## src/rtl/sys_act_feeder_pkg.sv

```systemverilog
// Shared configuration for the systolic array activation feeder: array
// geometry, activation vector type and the feeder's fixed issue latency.
package sys_act_feeder_pkg;

    localparam int sys_rows   = 4;
    localparam int sys_cols   = 2;
    localparam int A_BITWIDTH = 8;

    // Cycles from a FIFO pop to the issue register driving row 0.
    localparam int FEED_LAT = 1;

    typedef logic [sys_rows-1:0][A_BITWIDTH-1:0] act_vec_t;

    // One buffered entry: the vector plus its end-of-tile flag.
    typedef struct packed {
        logic     last;
        act_vec_t data;
    } fifo_entry_t;

    // Cycles from pop until column col's result leaves the bottom of the array:
    // issue register, then sys_rows mac stages down plus col A hops across.
    function automatic int marker_delay(input int col, input int mac_lat);
        return FEED_LAT + (sys_rows + col) * mac_lat;
    endfunction

endpackage

```

## src/rtl/sys_vec_fifo.sv

```systemverilog
// Synchronous FIFO with valid/ready on both sides. Ready on the push side is
// derived only from the registered occupancy, so a pop in the same cycle
// never frees a slot for a push into a full buffer.
module sys_vec_fifo #(
    parameter int WIDTH = 8,
    parameter int DEPTH = 4
) (
    input  logic             clk,
    input  logic             rst,
    input  logic             push_valid,
    output logic             push_ready,
    input  logic [WIDTH-1:0] push_data,
    output logic             pop_valid,
    input  logic             pop_ready,
    output logic [WIDTH-1:0] pop_data
);

    localparam int AW = $clog2(DEPTH);

    logic [AW-1:0]    wr_ptr;
    logic [AW-1:0]    rd_ptr;
    logic [AW:0]      count;
    logic [WIDTH-1:0] mem [DEPTH];
    logic             push;
    logic             pop;

    assign push_ready = (count != (AW+1)'(DEPTH));
    assign pop_valid  = (count != '0);
    assign push       = push_valid && push_ready;
    assign pop        = pop_ready && pop_valid;
    assign pop_data   = mem[rd_ptr];

    // Pointers and occupancy; pointers wrap naturally at DEPTH.
    always_ff @(posedge clk) begin
        // NOTE: sequential state uses non-blocking assignments so every register samples pre-edge values.
        if (!rst) begin
            wr_ptr <= '0;
            rd_ptr <= '0;
            count  <= '0;
        end else begin
            if (push) wr_ptr <= wr_ptr + 1'b1;
            if (pop)  rd_ptr <= rd_ptr + 1'b1;
            case ({push, pop})
                2'b10:   count <= count + 1'b1;
                2'b01:   count <= count - 1'b1;
                default: count <= count;
            endcase
        end
    end

    // Storage write.
    always_ff @(posedge clk) begin
        // NOTE: storage is not reset; occupancy is, and unoccupied entries are never read as valid.
        if (rst && push) mem[wr_ptr] <= push_data;
    end

endmodule

```

## src/rtl/sys_act_feeder.sv

```systemverilog
// Activation feeder for the systolic array: buffers loader vectors, issues
// one slot (vector or bubble) per cycle, skews row r by r cycles and emits
// per-column result-valid markers plus an end-of-tile pulse.
module sys_act_feeder
    import sys_act_feeder_pkg::*;
#(
    parameter int FIFO_DEPTH = 4,
    parameter int MAC_LAT    = 1
) (
    input  logic                clk,
    input  logic                rst,
    input  logic                s_valid,
    output logic                s_ready,
    input  act_vec_t            s_data,
    input  logic                s_last,
    input  logic                w_busy,
    output logic [sys_rows-1:0] if_en,
    output act_vec_t            if_data,
    output logic [sys_cols-1:0] of_valid,
    output logic                busy,
    output logic                tile_done
);

    // Marker chain length covers the last column's result; stage 0 is the issue register.
    localparam int MK_LEN = marker_delay(sys_cols - 1, MAC_LAT);

    fifo_entry_t         push_entry;
    fifo_entry_t         pop_entry;
    logic                fifo_ready;
    logic                fifo_valid;
    logic                pop;
    logic [MK_LEN-1:0]   mk_en;
    logic [MK_LEN-1:0]   mk_last;
    act_vec_t            iss_data;
    logic [sys_rows-1:0] row_en;
    act_vec_t            row_data;
    logic [sys_rows-1:0] row_busy;

    assign push_entry = '{last: s_last, data: s_data};
    assign s_ready    = rst && fifo_ready;
    assign pop        = fifo_valid && !w_busy;

    sys_vec_fifo #(
        .WIDTH ($bits(fifo_entry_t)),
        .DEPTH (FIFO_DEPTH)
    ) u_fifo (
        .clk        (clk),
        .rst        (rst),
        .push_valid (s_valid),
        .push_ready (fifo_ready),
        .push_data  (push_entry),
        .pop_valid  (fifo_valid),
        .pop_ready  (pop),
        .pop_data   (pop_entry)
    );

    // Issue register and marker chain: one slot enters every cycle, bubbles carry zero data.
    always_ff @(posedge clk) begin
        if (!rst) begin
            mk_en    <= '0;
            mk_last  <= '0;
            iss_data <= '0;
        end else begin
            mk_en    <= {mk_en[MK_LEN-2:0], pop};
            mk_last  <= {mk_last[MK_LEN-2:0], pop && pop_entry.last};
            iss_data <= pop ? pop_entry.data : '0;
        end
    end

    for (genvar r = 0; r < sys_rows; r++) begin : g_skew
        if (r == 0) begin : g_row0
            assign row_en[0]   = mk_en[0];
            assign row_data[0] = iss_data[0];
            assign row_busy[0] = mk_en[0];
        end else begin : g_rowr
            logic [r-1:0]                 en_sr;
            logic [r-1:0][A_BITWIDTH-1:0] data_sr;

            // Row r delay line: r extra stages behind the issue register.
            always_ff @(posedge clk) begin
                if (!rst) begin
                    en_sr   <= '0;
                    data_sr <= '0;
                end else begin
                    en_sr[0]   <= mk_en[0];
                    data_sr[0] <= iss_data[r];
                    for (int k = 1; k < r; k++) begin
                        en_sr[k]   <= en_sr[k-1];
                        data_sr[k] <= data_sr[k-1];
                    end
                end
            end

            assign row_en[r]   = en_sr[r-1];
            assign row_data[r] = data_sr[r-1];
            assign row_busy[r] = |en_sr;
        end
        assign if_en[r]   = row_en[r];
        assign if_data[r] = row_en[r] ? row_data[r] : '0;
    end

    for (genvar c = 0; c < sys_cols; c++) begin : g_marker
        assign of_valid[c] = mk_en[marker_delay(c, MAC_LAT) - 1];
    end

    assign tile_done = mk_en[MK_LEN-1] && mk_last[MK_LEN-1];
    assign busy      = fifo_valid || (|mk_en) || (|row_busy);

endmodule
```

## config.mk

```make
export PLATFORM = sky130hd
export DESIGN_NAME = sys_act_feeder
export DESIGN_NICKNAME = d
export VERILOG_FILES = /design/src/rtl/sys_act_feeder_pkg.sv /design/src/rtl/sys_vec_fifo.sv /design/src/rtl/sys_act_feeder.sv
export SDC_FILE = /design/constraint.sdc
export NUM_CORES = 1
export LEC_CHECK = 0
export ABC_CLOCK_PERIOD_IN_PS = 2200
export CORE_MARGIN = 4
export CORE_UTILIZATION = 30
export CTS_CLUSTER_DIAMETER = 150
export CTS_CLUSTER_SIZE = 28
export DETAILED_ROUTE_END_ITERATION = 8
export HOLD_SLACK_MARGIN = 0.08
export PLACE_DENSITY = 0.54
export SKIP_LAST_GASP = 1
export SYNTH_ARGS = -nofsm -noshare
export SYNTH_HDL_FRONTEND = slang
export SYNTH_SLANG_ARGS = --single-unit
export TNS_END_PERCENT = 1
```

## constraint.sdc

```tcl
create_clock -name clk -period 2.2 [get_ports clk]
set_clock_uncertainty 0.1 [all_clocks]
set_input_delay 0.44 -clock clk [delete_from_list [all_inputs] [get_ports clk]]
set_output_delay 0.44 -clock clk [all_outputs]
set_load 0.005 [all_outputs]
```

# [Word-level counts from Yosys, hierarchy flattened]
# Memories as Yosys holds them, arrays and structs flattened. A register that Yosys moved wholly into a read port is not among the register bits.
# Cells that the tools add are included.
[word_totals] reg_bits=105 ram_bits=132 input_bits=37 out_inout_bits=41 elab_cells=50 memories=1
[mem_list] name="u_fifo.mem" depth=4 word_bits=33 read_ports=1 rd_ports_with_merged_regs=1 write_ports=1 line_no="sys_vec_fifo.sv:23" source="logic [WIDTH-1:0] mem [DEPTH];"
[classes] n_addsub=4 n_eq_ne=3 mux=9 reduce_logical=15
[op_table] cell="two-way mux 8 bit" count=4
[op_table] cell="logical AND 1 bit" count=7
[op_table] cell="OR reduction 7 bit" count=1
[op_table] cell="one-hot mux 3 bit (2 select lines)" count=1
[op_table] cell="OR reduction 6 bit" count=1
[op_table] cell="adder 2 x 1 -> 2 bit (second input constant)" count=2
[op_table] cell="two-way mux 2 bit" count=2
[op_table] cell="adder 3 x 1 -> 3 bit (second input constant)" count=1
[op_table] cell="inequality test 3 bit (second input constant)" count=1
[op_table] cell="nonzero test 3 bit" count=1
[op_table] cell="subtractor 3 x 1 -> 3 bit (second input constant)" count=1
[op_table] cell="equality test 2 x 1 -> 1 bit (second input constant)" count=1
[op_table] cell="equality test 2 bit (second input constant)" count=1
[op_table] cell="logical OR 1 bit" count=2
[op_table] cell="two-way mux 1 bit" count=2
[op_table] cell="AND reduction 2 bit" count=1
[op_table] cell="nonzero test 2 bit" count=1
[op_table] cell="zero test 1 bit" count=1

# [Depth between registers and ports, before layout]
# Gate-level depths: netlist of the first run.
[depth] ltp_word=5 ltp_mapped=9 depth_no_buf=9

# [Modules after synthesis]
# Synthesis of the first run repeated with hierarchy kept, for this count alone.
[hier_totals] cells_unflattened=457 area_unflattened_um2=8041.5
[modules_own_cells] module="sys_vec_fifo" n_inst=1 cells_each=225 area_each_um2=5301.3 seq_area_each_um2=4144.0
[modules_own_cells] module="sys_act_feeder" n_inst=1 cells_each=232 area_each_um2=2740.1 seq_area_each_um2=1841.8

# [Worst setup path after synthesis of the first run]
# No wires, ideal clock.
[synth_timing] kind="reg-to-reg" startpoint="reg u_fifo.count[0]" endpoint="reg u_fifo.count[2]" setup_ns=0.076 t_arrival_ns=2.105 required_time_ns=2.024 slack_ns=-0.081 stages_incl_launch_ff=10 path_buffers=0 period_less_slack_ns=2.281 path_cell_list="dfxtp_1 > or3b_1 > and2_1 > inv_1 > ha_1 > inv_1 > fa_1 > xor2_1 > or3_1 > a21boi_0"
[synth_between] elab_chain_cells=5 word_cells_on_any_way=11 classes_between="add/sub: 2; eq/ne: 3; mux: 1; reduce/logical: 5"
[synth_lines] item="from (decl)" line_no="sys_vec_fifo.sv:22" source="logic [AW:0] count;"
[synth_lines] item="from (signal assigned)" line_no="sys_vec_fifo.sv:44" source="2'b10: count <= count + 1'b1;"
[synth_lines] item="from (signal assigned)" line_no="sys_vec_fifo.sv:45" source="2'b01: count <= count - 1'b1;"
[synth_lines] item="from (signal assigned)" line_no="sys_vec_fifo.sv:46" source="default: count <= count;"
[synth_lines] item="nonzero test 3 bit" line_no="sys_vec_fifo.sv:28" source="assign pop_valid = (count != '0);"
[synth_lines] item="logical AND 1 bit" line_no="sys_act_feeder.sv:41" source="assign pop = fifo_valid && !w_busy;"
[synth_lines] item="logical AND 1 bit" line_no="sys_vec_fifo.sv:30" source="assign pop = pop_ready && pop_valid;"
[synth_lines] item="equality test 2 x 1 -> 1 bit / equality test 2 bit (equally long branches)" line_no="sys_vec_fifo.sv:43" source="case ({push, pop})"
[synth_lines] item="one-hot mux 3 bit (2 select lines) / nonzero test 2 bit (equally long branches)"
# Several ways; a longest one is shown, not always the timed one.
# A chain may end at the register's enable or synchronous reset.

# [Worst setup path in the final report of the first run]
[layout_timing] startpoint="reg mk_en[3]" endpoint="out busy"
[layout_between] elab_chain_cells=3
[layout_lines] item="from (decl)" line_no="sys_act_feeder.sv:32" source="logic [MK_LEN-1:0] mk_en;"
[layout_lines] item="from (signal assigned)" line_no="sys_act_feeder.sv:64" source="mk_en <= {mk_en[MK_LEN-2:0], pop};"
[layout_lines] item="OR reduction 6 bit" line_no="sys_act_feeder.sv:107" source="assign busy = fifo_valid || (|mk_en) || (|row_busy);"
[layout_lines] item="logical OR 1 bit (2 in series)" line_no="sys_act_feeder.sv:107"
[layout_lines] item="to (decl)" line_no="sys_act_feeder.sv:20" source="output logic busy,"
# No other way between the ends.

==> impl.org, run 1 <==
** Status
- The run finished, with violations left.
- Violations in the final reports :: negative setup slack

** Routing
- Wl on met1 :: around 6.0 mm
- Drt total wl :: between 10 and 15 mm
- Detailed-router iteration count before antenna repair :: 4
- Summing over every cut layer, the via total after detailed routing is 3,762.
- Starting DRT DRC Count :: about 110
- Detailed-routed wire length on met2 :: just under 8 mm
- Metal3 WL :: ~600 um
- The highest metal layer carrying signal wires in the routed design is met5.
- Routed Antenna Nets :: 0
- Using the TritonRoute via totals, the vias-per-cell ratio works out to roughly 4.2.
- DRC Markers :: 0
- In the final routed layout, each cell accounts on average for around 16 um.

** Timing
- Tightest Pin Transition :: 0.568 ns
- The worst pin sits at a relative slew slack of between 60% and 70%.
- Fin. Hold Viols :: 0
- Final period demand of the worst path :: between 2 and 2.5 ns
- Setup tns final :: -0.0845 ns
- Setup WS post-layout :: -0.0481 ns
- For this run, the top clock speed supported by timing is about 440 MHz.
- The final number of max-transition violations was 0.
- Number of setup violations in the final report :: 4
- Period utilization :: 102%
- Setup repair after global routing could not meet its margin everywhere.

** Final layout
- Most common cell after layout, fill and taps aside :: edfxtp_1
- The layout has between 2,000 and 2,500 filler cells.
- After the last flow step, the layout net total stands at around 590.
- Synthesis-to-layout area growth :: 20.8%
- The finished cells cover around 9700 um^2.
- Layout cells sized above 1 :: roughly 15%
- Summing all multi-input logic gate instances after layout gives between 1500 and 2000 um^2.
- FF+latch area :: approximately 6000 um^2
- Once layout is complete, the utilization of the core stands at about 37%.
- The top cell types in the final layout, fill and taps aside, are edfxtp_1 (132), and2_1 (127), dfxtp_1 (94), clkdlybuf4s50_1 (75), mux4_2 (30).

** Yosys
- Biggest area contributors in the synthesized netlist :: edfxtp_1 (50%), dfxtp_1 (25%), and2_1 (10%)
- Counting every net in the synthesized netlist gives 502.
- The top cell type by area accounts for about half of the synthesized area.
- Counting flops with an async set or reset pin after synthesis yields a share of 0%.
- In the synthesized netlist the dominant register cell turns out to be edfxtp_1.
- Of the synthesized area, sequential elements account for between 70% and 80%.
- Number of synthesized flops with an enable pin :: between 100 and 150
- Of all cell types, the one taking the most synthesized area is edfxtp_1.
- For this run, the number of Yosys warnings is 0.
- Post-Syn Area :: approximately 8000 um^2
- Mapped Avg Cell Area :: about 17 um^2
- Synthesis inferred between 200 and 250 register bits.
- The number of different library cells used by synthesis comes to 32.
- Synthesis produced a netlist whose cell count is ~460.

** Global routing
- The first global-routing pass estimated approximately 22 mm of wire.
- Sum of overflow across all layers after global routing :: 0
- Pin count of the biggest net entering global routing :: 70
- Initial antenna violation count :: 1
- Vias in the first global route :: between 3,000 and 4,000
- Global routing used a little under 10% of the available tracks.

** Clock tree
- CTS saw between 200 and 250 sinks.
- The longest clock path from root to sink contains 3 buffers.
- H-tree levels :: 1
- Hold-fix buffers, CTS :: 0
- In this run the clock root is driven by a clkbuf_16.
- Inserted Clock Buffers :: 12
- TritonCTS built the clock tree.
- Clock latency on the worst-skew pair :: ~0.47 ns
- Clock transition at the register clock pins on the worst setup and hold paths after CTS :: roughly 0.1 ns

** Setup path
- STA puts the critical path data required time at 1.66 ns.
- Crit Path Category :: reg -> out
- In this run the register-to-register setup slack is -0.02 ns.
- For this run, the slowest stage of the critical path takes roughly 0.46 ns.
- Library cell contributing the largest single delay on the critical path :: clkdlybuf4s50_1
- STA classifies the critical path endpoint as a primary output.
- In this run the worst path has a maximum fanout of 11.
- Cells along the critical path :: nor4_2 -> nand3_1 -> clkdlybuf4s50_1
- Startpoint type of the worst setup path :: register
- Data arrival, critical path :: about 1.7 ns

** Die
- The floorplan step set the die height to 171 um.
- Once the floorplan was initialized, standard cells occupied between 30% and 40% of the core.
- Total Die Area :: between 20,000 and 30,000 um^2
- In this run the core area contains 59 standard-cell rows.
- Number of primary I/O pins :: slightly below 80
- Placeable core area :: 26,100 um^2
- Width of the die :: around 170 um

** Pwr
- In this run the power density over the cells is just over 900 nW/um^2.
- Summing internal, switching and leakage power gives approximately 8.9 mW.
- IR analysis of the VDD net gives a maximum drop of approximately 0.38 mV.
- Static power due to leakage :: 3.29 nW

** Placed design
- GPL Wtd Cong :: 0.699
- The placed instances occupy a cell area of ~9300 um^2.
- Post-detailed-placement half-perimeter wirelength :: 8.88 mm
- Count of buffers from port buffering :: 77
- Before CTS, the worst setup slack after placement is -0.258 ns.

** Min path
- Kind of path behind the tightest hold check :: reg -> reg

** Run
- Count of maximum capacitance violations :: 0
-- power breakdown --
group | internal (mW) | switching, mW | leakage (nW)
combinational | 0.768 | 0.610 | 1.10
clock | 1.13 | 1.31 | 0.177
sequential | 4.93 | 0.112 | 2.02
total | 6.83 | 2.03 | 3.29
-- synthesized netlist by cell type (2+ instances only) --
| cell | instances |
|---|---|
| and2_1 | 128 |
| buf_2 | 5 |
| buf_12 | 3 |
| mux4_1 | 3 |
| edfxtp_1 | 132 |
| clkbuf_1 | 8 |
| and3_1 | 5 |
| mux2i_1 | 2 |
| inv_1 | 7 |
| mux4_2 | 30 |
| nor2_1 | 2 |
| ha_1 | 5 |
| o21ai_0 | 5 |
| nand2_1 | 6 |
| dfxtp_1 | 101 |
-- cells by family after synthesis --
| kind of cell | count (synthesis) | synth area share [%] |
|---|---|---|
| AOI/OAI and AO/OA | 6 | 0.407 |
| xor gates and xnor gates | 2 | 0.219 |
| adders and majority gates | 6 | 1.03 |
| buffers and inverters | 26 | 2.07 |
| DFF | 233 | 74.9 |
| muxes | 35 | 9.69 |
| and+or+nand+nor | 151 | 11.7 |
-- per-stage QoR --
step                      hold WS (ns)  std cells
after floorplan                  0.312        459
after global placement           0.316        868
after detailed placement         0.317        868
after CTS                        0.342        889
after global routing             0.352        889
final                            0.333        890
-- flip-flops by register name (all words and copies together), names as in the netlist, named ones only --
name                   flops
mk_last                    6
u_fifo.count               3
u_fifo.rd_ptr              2
g_skew.g_rowr.data_sr     48
u_fifo.wr_ptr              2
mk_en                      6
u_fifo.mem               132
iss_data                  32
-- path summary, 6_finish.rpt --
path                         from                     endpoint  cells after the start
setup / recovery         mk_en[3]                         busy                      3
hold / removal       iss_data[21]  g_skew[2].g_rowr.data_sr[5]                      1
setup reg to reg  u_fifo.count[1]              u_fifo.count[2]                      9
hold reg to reg      iss_data[21]  g_skew[2].g_rowr.data_sr[5]                      1
-- worst max-delay path: cells and delay by family (launching register included) --
family | cells | cell delay (ns)
and+or+nand+nor | 2 | 0.38
buffers and inverters | 1 | 0.46
DFF | 1 | 0.39
-- metal layers --
metal,GRT usage [%],up-vias
met1,11.8,1863
met3,1.86,18
met5,0,-
li1,-,1813
met4,2.41,2
met2,18.3,66
-- timing repair --
| action | CTS | global route |
|---|---|---|
| gates resized for setup | 15 | 1 |
| pin swaps | 0 | 1 |
| buffers inserted | 1 | 0 |
| setup endpoints to repair | 38 | 18 |
-- layout make-up --
cell class                      count  share of cell area, %
Antenna cell                        1                 0.0259
Sequential cell                   233                   62.1
Timing Repair Buffer               94                   9.98
Tap cell                          335                   4.34
Multi-Input combinational cell    200                   19.4
Clock inverter                      1                  0.207
Clock buffer                       19                   3.60
Inverter                            7                  0.272
Note: power is estimated with default switching activity, not from simulation.
==> run 2: changes to the inputs <==
--- a/config.mk
+++ b/config.mk
@@ -13,8 +13,10 @@
 export DETAILED_ROUTE_END_ITERATION = 8
 export HOLD_SLACK_MARGIN = 0.08
 export PLACE_DENSITY = 0.54
+export RECOVER_POWER = 25
 export SKIP_LAST_GASP = 1
 export SYNTH_ARGS = -nofsm -noshare
 export SYNTH_HDL_FRONTEND = slang
+export SYNTH_HIERARCHICAL = 1
 export SYNTH_SLANG_ARGS = --single-unit
 export TNS_END_PERCENT = 1
==> impl.org, run 2 <==
** Yosys
- Synthesis inferred between 200 and 250 register bits.
- Most used standard cells in the synthesized netlist :: edfxtp_1 (132), and2_1 (115), dfxtp_1 (101)
- When the netlist entered floorplanning its net count stood at 500.
- The mapped netlist covers about 8000 um^2.
- Biggest area contributors in the synthesized netlist :: edfxtp_1 (49%), dfxtp_1 (25%), and2_1 (8.9%)
- In the synthesized netlist the dominant register cell turns out to be edfxtp_1.
- The synthesized design contains approximately 130 enable-type register cells.
- Area fraction of the dominant cell type after synthesis :: around half
- Post-synthesis async set-or-reset flop share :: 0%
- Number of warning messages in the yosys log :: 6
- The synthesized netlist contains 31 unique library cells.
- Post-Synthesis Cells :: 457
- Synth area leader :: edfxtp_1
- Register area share after synthesis :: 74.4%
- Cell with the most instances after synthesis :: edfxtp_1
- Mapped Avg Cell Area :: roughly 18 um^2

** Setup path
- Crit Path Category :: reg -> reg
- In this run the critical register-to-register path is captured at u_fifo/count[2].
- The worst setup path is launched from a register.
- At the worst endpoint, the required time is between 2 and 3 ns.
- Largest fanout of any net on the critical path :: 2
- Worst reg2reg path startpoint :: u_fifo/count[2]
- Number of buffers and inverters on the critical path :: 2
- Among cell families on the critical path, the largest total delay comes from simple AND/OR/NAND/NOR gates.
- Data arrival, critical path :: 2.55 ns
- The critical path goes through or3_4 -> buf_6 -> nor2b_4 -> o31a_1 -> ha_2 -> inv_2 -> fa_2 -> xor2_1 -> or3_1 -> a21boi_1.
- On the worst path, the slowest cell contributes a delay of approximately 0.4 ns.
- Worst path depth :: 10
- The slowest stage of the critical path belongs to the cell or3_4.
- CP Capture Type :: register
- Number of cells traversed by the worst register-to-register path :: 10
- Reg2reg setup slack :: -0.05 ns

** Clock tree
- Clock latency on the worst-skew pair :: 0.47 ns
- CTS built an H-tree with a depth of 1.
- The clock passes through at most 3 buffers.
- In this run, CTS created clock tree buffers numbering 12.
- The number of hold buffers added after CTS was 0.
- Counting every sink on the clock net gives 233.
- Buffer type at the clock tree root :: clkbuf_16
- TritonCTS clock tree :: yes
- Clock transition at the register clock pins on the worst setup and hold paths after CTS :: around 0.1 ns

** Min path
- Hold-critical path depth :: 1
- The worst hold path belongs to the class reg -> reg.
- Worst hold path endpoint :: g_skew[2].g_rowr.data_sr[8]
- Worst Min Path Start :: g_skew[2].g_rowr.data_sr[0]

** Pwr
- VDD IR max :: 0.375 mV
- In this run the static leakage power is between 3 and 4 nW.
- Power density over cell area :: slightly below 900 nW/um^2

** Final layout
- The post-route netlist has a little under a fifth of its cells at a drive strength greater than 1.
- Leaving out fill and tap cells, the most frequent cells in the layout are edfxtp_1 (132), and2_1 (115), dfxtp_1 (94), clkdlybuf4s50_1 (51), mux4_2 (30).
- The register with the most flip-flops in the final layout is u_fifo/mem.
- Final design utilization :: between 30% and 40%
- The number of antenna diodes in the final layout is 0.
- Most common cell after layout, fill and taps aside :: edfxtp_1
- For this run, the post-layout net count is around 600.
- In the final layout, the registers with the most flip-flops are u_fifo/mem x132, g_skew.g_rowr.data_sr x48, iss_data x32.
- Relative to the synthesized area, the layout overhead comes to 21.2%.
- The register with the most flip-flops in the layout has ~130 of them.

** Die
- Starting utilization of the core area :: about 31%
- The region available for standard cell placement spans 26,200 um^2.
- For this design the top-level I/O count stands at between 70 and 80.
- The die covers approximately 29,000 um^2.
- Die height :: roughly 170 um
- Measured along the x axis, the die boundary spans approximately 170 um.
- Std cell rows :: roughly 60

** Timing
- Number of setup violations in the final report :: 2
- Tightest Pin Transition :: approximately 0.44 ns
- Setup WS post-layout :: -0.0534 ns
- The routed design could run at a clock period as short as between 2 and 2.5 ns.
- Highest achievable clock rate :: 444 MHz
- Period utilization :: 102%
- Fin. Hold Viols :: 0
- Worst slew slack as a fraction of its limit :: 70.4%
- The final number of max-transition violations is 0.
- Setup repair after global routing could not meet its margin everywhere.
- On the final layout, the worst hold slack is around 0.34 ns.

** Global routing
- Vias in the first global route :: 4,049
- Entering global routing, the biggest net connects 55 pins.
- Global-route total usage across every layer :: 10.0%
- The total overflow left after global routing is 0.
- The first global-routing pass estimated 22.9 mm of wire.
- The initial antenna violation count came to 1.

** Status
- The checks that failed: negative setup slack.
- Run status :: finished, violations left

** Routing
- Starting DRT DRC Count :: approximately 130
- Using the TritonRoute via totals, the vias-per-cell ratio works out to between 4 and 5.
- Wirelength per Cell :: 16.2 um
- The first detailed-routing pass ran for 4 iterations.
- Routed Antenna Nets :: 0
- After detailed routing, the number of remaining DRC violations is 0.
- The routed design has roughly 14 mm of wire.
- Via count :: 3,771

** Placed design
- The congestion estimate from routability-driven global placement came to about 0.66.
- Post-detailed-placement half-perimeter wirelength :: between 9 and 10 mm
- Worst setup timing slack at the placement stage :: -0.506 ns
- Count of buffers from port buffering :: just under 80

** Run
- Count of maximum capacitance violations :: 0
-- run 2: cell families (layout without fill, tap and decap cells) --
logic type | Yosys count | count (layout) | share of synthesized area [%]
AOI/OAI and AO/OA | 6 | 6 | 0.669
xor gates and xnor gates | 4 | 4 | 0.436
adders and majority gates | 6 | 6 | 1.03
buffers and inverters | 25 | 126 | 2.27
DFF | 233 | 233 | 74.4
muxes | 35 | 35 | 9.63
and+or+nand+nor | 148 | 148 | 11.5
-- run 2: timing repair --
item,CTS,global route
setup endpoints to repair,34,35
buffers inserted,1,1
gates resized for setup,13,0
pin swaps,6,0
-- run 2: area by class of cell --
class                      count  area [um^2]
inverter                       6         22.5
clock buffer                  19          348
multi-input combinational    199         1910
timing repair buffer         100         1030
clock inverter                 1         20.0
sequential                   233         6000
tap                          335          419
fill                        2392        16500
-- run 2: routing by layer --
metal  track usage [%]  wire [um]  share of wire (%)
met5                 0          7              0.048
met4              2.79        324                2.2
met3              1.54        426                3.0
met2              17.7       7270                 50
met1              12.8       6400                 44
-- run 2: through the flow --
stage | TNS (ns) | instances | power, mW | cell area (um^2)
floorplan | 0 | 457 | 5.85 | 8070
global placement | -0.570 | 871 | 6.23 | 9340
detailed placement | -0.699 | 871 | 6.28 | 9340
CTS | -0.369 | 892 | 8.79 | 9740
global route | -2.23 | 893 | 9.07 | 9750
finish | -0.0667 | 893 | 8.63 | 9750
-- run 2: where the power goes --
part	internal (mW)	switching [mW]	total, mW
sequential	4.88	0.108	4.99
clock	1.13	1.31	2.44
combinational	0.670	0.533	1.20
total	6.68	1.95	8.63
-- run 2: worst reg2reg max path, delay by kind of cell (launching register included) --
family	cells	cell delay (ns)
simple gates	3	0.84
xor+xnor	1	0.07
fa+ha+maj	2	0.40
flops	1	0.36
buf+inv	2	0.19
compound gates	2	0.25
-- run 2: worst max path at each step --
| stage | start | to | slack [ns] |
|---|---|---|---|
| floorplan | u_fifo/count[1] | u_fifo/count[2] | 0.004 |
| global placement | w_busy | u_fifo/count[2] | -0.41 |
| detailed placement | w_busy | u_fifo/count[2] | -0.51 |
| CTS | u_fifo/count[2] | u_fifo/count[2] | -0.06 |
| global route | u_fifo/count[2] | u_fifo/count[2] | -0.18 |
| finish | u_fifo/count[2] | u_fifo/count[2] | -0.05 |
==> run 3: changes to the inputs <==
--- a/config.mk
+++ b/config.mk
@@ -7,12 +7,12 @@
 export LEC_CHECK = 0
 export ABC_CLOCK_PERIOD_IN_PS = 2200
 export CORE_MARGIN = 4
-export CORE_UTILIZATION = 30
+export CORE_UTILIZATION = 39
 export CTS_CLUSTER_DIAMETER = 150
 export CTS_CLUSTER_SIZE = 28
 export DETAILED_ROUTE_END_ITERATION = 8
 export HOLD_SLACK_MARGIN = 0.08
-export PLACE_DENSITY = 0.54
+export PLACE_DENSITY = 0.65
 export RECOVER_POWER = 25
 export SKIP_LAST_GASP = 1
 export SYNTH_ARGS = -nofsm -noshare
==> impl.org, run 3 (same netlist as run 2, synthesis figures left out) <==
** Status
- Run status :: finished, violations left
- The final reports fail on negative setup slack.

** Setup path
- Worst reg2reg path startpoint :: u_fifo/count[2]
- Largest fanout of any net on the critical path :: 3
- Data on the critical path is required at its endpoint by about 2.5 ns.
- Crit Path Category :: reg -> reg
- At the worst endpoint, the arrival time is approximately 2.6 ns.
- The worst setup path is launched from a register.
- CP Capture Type :: register
- For this run, the slowest stage of the critical path takes roughly 0.4 ns.
- Critical R2R Capture :: u_fifo/count[2]
- Grouping stages by cell kind, the critical path spends the most delay in simple AND/OR/NAND/NOR gates.
- Reg2reg setup slack :: -0.1 ns
- On the critical path, the stage with the largest delay is an instance of or3_4.
- For the worst flop-to-flop path, the logic depth is 9.
- Cells along the critical path :: or3_4 -> nor2b_4 -> o31a_1 -> ha_2 -> buf_4 -> buf_4 -> xor2_2 -> or3_4 -> a21boi_2
- The critical path contains buffers and inverters numbering 2 combined.

** Timing
- Setup tns final :: -0.305 ns
- Setup repair after global routing missed its margin :: true
- Max Transition Viols Final :: 0
- Period utilization :: 104%
- The worst path in the final design needs a cycle of between 2 and 2.5 ns, including I/O delays and setup.
- At the pin with the least slew margin, the transition time is approximately 0.99 ns.
- Highest achievable clock rate :: 435 MHz
- Measured against its own limit, the worst slew margin works out to between 30% and 40%.
- Setup violations remaining at the end of the flow were counted as 11.
- Setup WS post-layout :: -0.0981 ns
- The hold violation total from the final report is 0.

** Placed design
- GPL Wtd Cong :: 0.673
- Including well taps, the total number of placed cells is between 800 and 900.
- Worst setup timing slack at the placement stage :: -0.607 ns
- Port buffering added 77 buffers.
- Post-detailed-placement half-perimeter wirelength :: 8.55 mm

** Routing
- Detailed-router iteration count before antenna repair :: 5
- After detailed routing, the number of remaining DRC violations is 0.
- Drt total wl :: approximately 13 mm
- Starting DRT DRC Count :: about 250
- Dividing the detail-routed via count by the number of cells gives 4.49.
- Via count :: 3,729
- Wirelength per Cell :: about 16 um
- Once detail routing completed, the nets flagged for antenna violations numbered 0.

** Min path
- The worst hold path begins at g_skew[3].g_rowr.data_sr[5].
- Hold-critical path depth :: 1
- The tightest min-delay check is of the reg -> reg type.
- The path with the worst hold slack has its endpoint at g_skew[3].g_rowr.data_sr[13].

** Clock tree
- Clock transition at the register clock pins on the worst setup and hold paths after CTS :: 0.10 ns
- Clk sinks :: around 230
- H-tree levels :: 1
- TritonCTS built the clock tree.
- In this run, post-CTS hold repair placed 0 buffers.
- The later pin in the worst-skew pair is clocked with a latency of approximately 0.46 ns.
- The clock passes through at most 3 buffers.
- Buffer type at the clock tree root :: clkbuf_16
- Inserted Clock Buffers :: 12

** Global routing
- After global routing, the most crowded layer is met2.
- For this run, the total global-route usage over all layers was measured as 11.9%.
- The first global-routing pass estimated ~21 mm of wire.
- The number of global-route vias before repair was 4,019.
- The initial antenna violation count came to 2.
- Grt met2 use :: around a fifth
- Sum of overflow across all layers after global routing :: 0
- Met1 capacity usage during global routing :: around 15%
- Entering global routing, the biggest net connects 45 pins.
- Global routing used 1.99% of the available met3 tracks.

** Final layout
- Leaving out filler cells and counting taps, the final layout contains approximately 830.
- Most frequent cells in the layout :: edfxtp_1 (132), and2_1 (103), dfxtp_1 (94), clkdlybuf4s50_1 (56), mux4_2 (30)
- Most common cell after layout, fill and taps aside :: edfxtp_1
- Multi-input combinational cell area :: about 1900 um^2
- The largest registers in the layout are u_fifo/mem x132, g_skew.g_rowr.data_sr x48, iss_data x32.
- Layout cells sized above 1 :: a little under a fifth
- Compared with the post-synthesis result, the final layout area differs by 20.3%.
- Largest register FFs :: about 130
- Largest register by flop count :: u_fifo/mem
- The layout has between 1,500 and 2,000 filler cells.
- At the end of the flow, the number of nets in the layout was approximately 600.
- At the end of the flow the core is filled with cells to roughly 48%.
- The sequential cells in the finished layout cover a total of about 6000 um^2.

** Die
- Width of the die :: about 150 um
- The core region is around 20,000 um^2.
- Starting utilization of the core area :: 39.7%
- Number of primary I/O pins :: 78
- The floorplan step defined a die boundary enclosing 23,000 um^2.
- After floorplanning, the core was divided into 52 placement rows.
- The die is 152 um tall.

** Run
- Max-cap violations in this run came to 0.

** Pwr
- Power density over cell area :: between 800 and 900 nW/um^2
- The design draws approximately 8.5 mW.
- VDD IR max :: around 0.6 mV
- Static power due to leakage :: 3.33 nW
run 3: cell types whose count changed in the layout (fill, tap and decap cells not counted), sizes merged:
cell           before  now
clkdlybuf4s50      51   56
clkdlybuf4s15       1    0
buf                24   25
dlygate4sd3        23   19
diode               0    2
run 3: per-layer routing:
metal	wire length (um)	up-vias
met1	5670	1812
met5	0	-
met4	336	0
li1	-	1814
met3	582	21
met2	6660	82
run 3: final cells by class:
cell class / count / share of cell area, %
diodes: 2 / 0.0518
repair buffers: 102 / 10.6
multi-input cells: 199 / 19.8
clock inverters: 1 / 0.207
inverters: 6 / 0.233
clock buffers: 18 / 3.56
well taps: 270 / 3.49
flip-flops and latches: 233 / 62.0
run 3: worst max path at each step:
stage	startpoint	slack, ns	to	cells past startpoint
CTS	u_fifo/count[2]	-0.14	u_fifo/count[2]	9
detailed placement	w_busy	-0.61	u_fifo/count[2]	9
global route	u_fifo/count[0]	-0.18	u_fifo/count[2]	9
finish	u_fifo/count[2]	-0.1	u_fifo/count[2]	9
floorplan	u_fifo/count[1]	0.004	u_fifo/count[2]	9
global placement	w_busy	-0.41	u_fifo/count[2]	9
run 3: what timing repair did:
item	4_1_cts	5_1_grt
pin swaps	1	6
endpoints found under the setup margin	37	34
buffers inserted	1	2
gates resized for setup	5	4
run 3: report_power, final:
| group | internal, mW | total (mW) | switching, mW |
|---|---|---|---|
| Clock | 1.12 | 2.38 | 1.26 |
| Combinational | 0.638 | 1.14 | 0.505 |
| Sequential | 4.88 | 4.98 | 0.101 |
run 3: per-stage QoR:
step / instance area, um^2 / hold WS (ns)
after CTS: 9640 / 0.341
after detailed placement: 9260 / 0.317
after global routing: 9670 / 0.360
after global placement: 9260 / 0.317
after floorplan: 8070 / 0.312
final: 9670 / 0.340
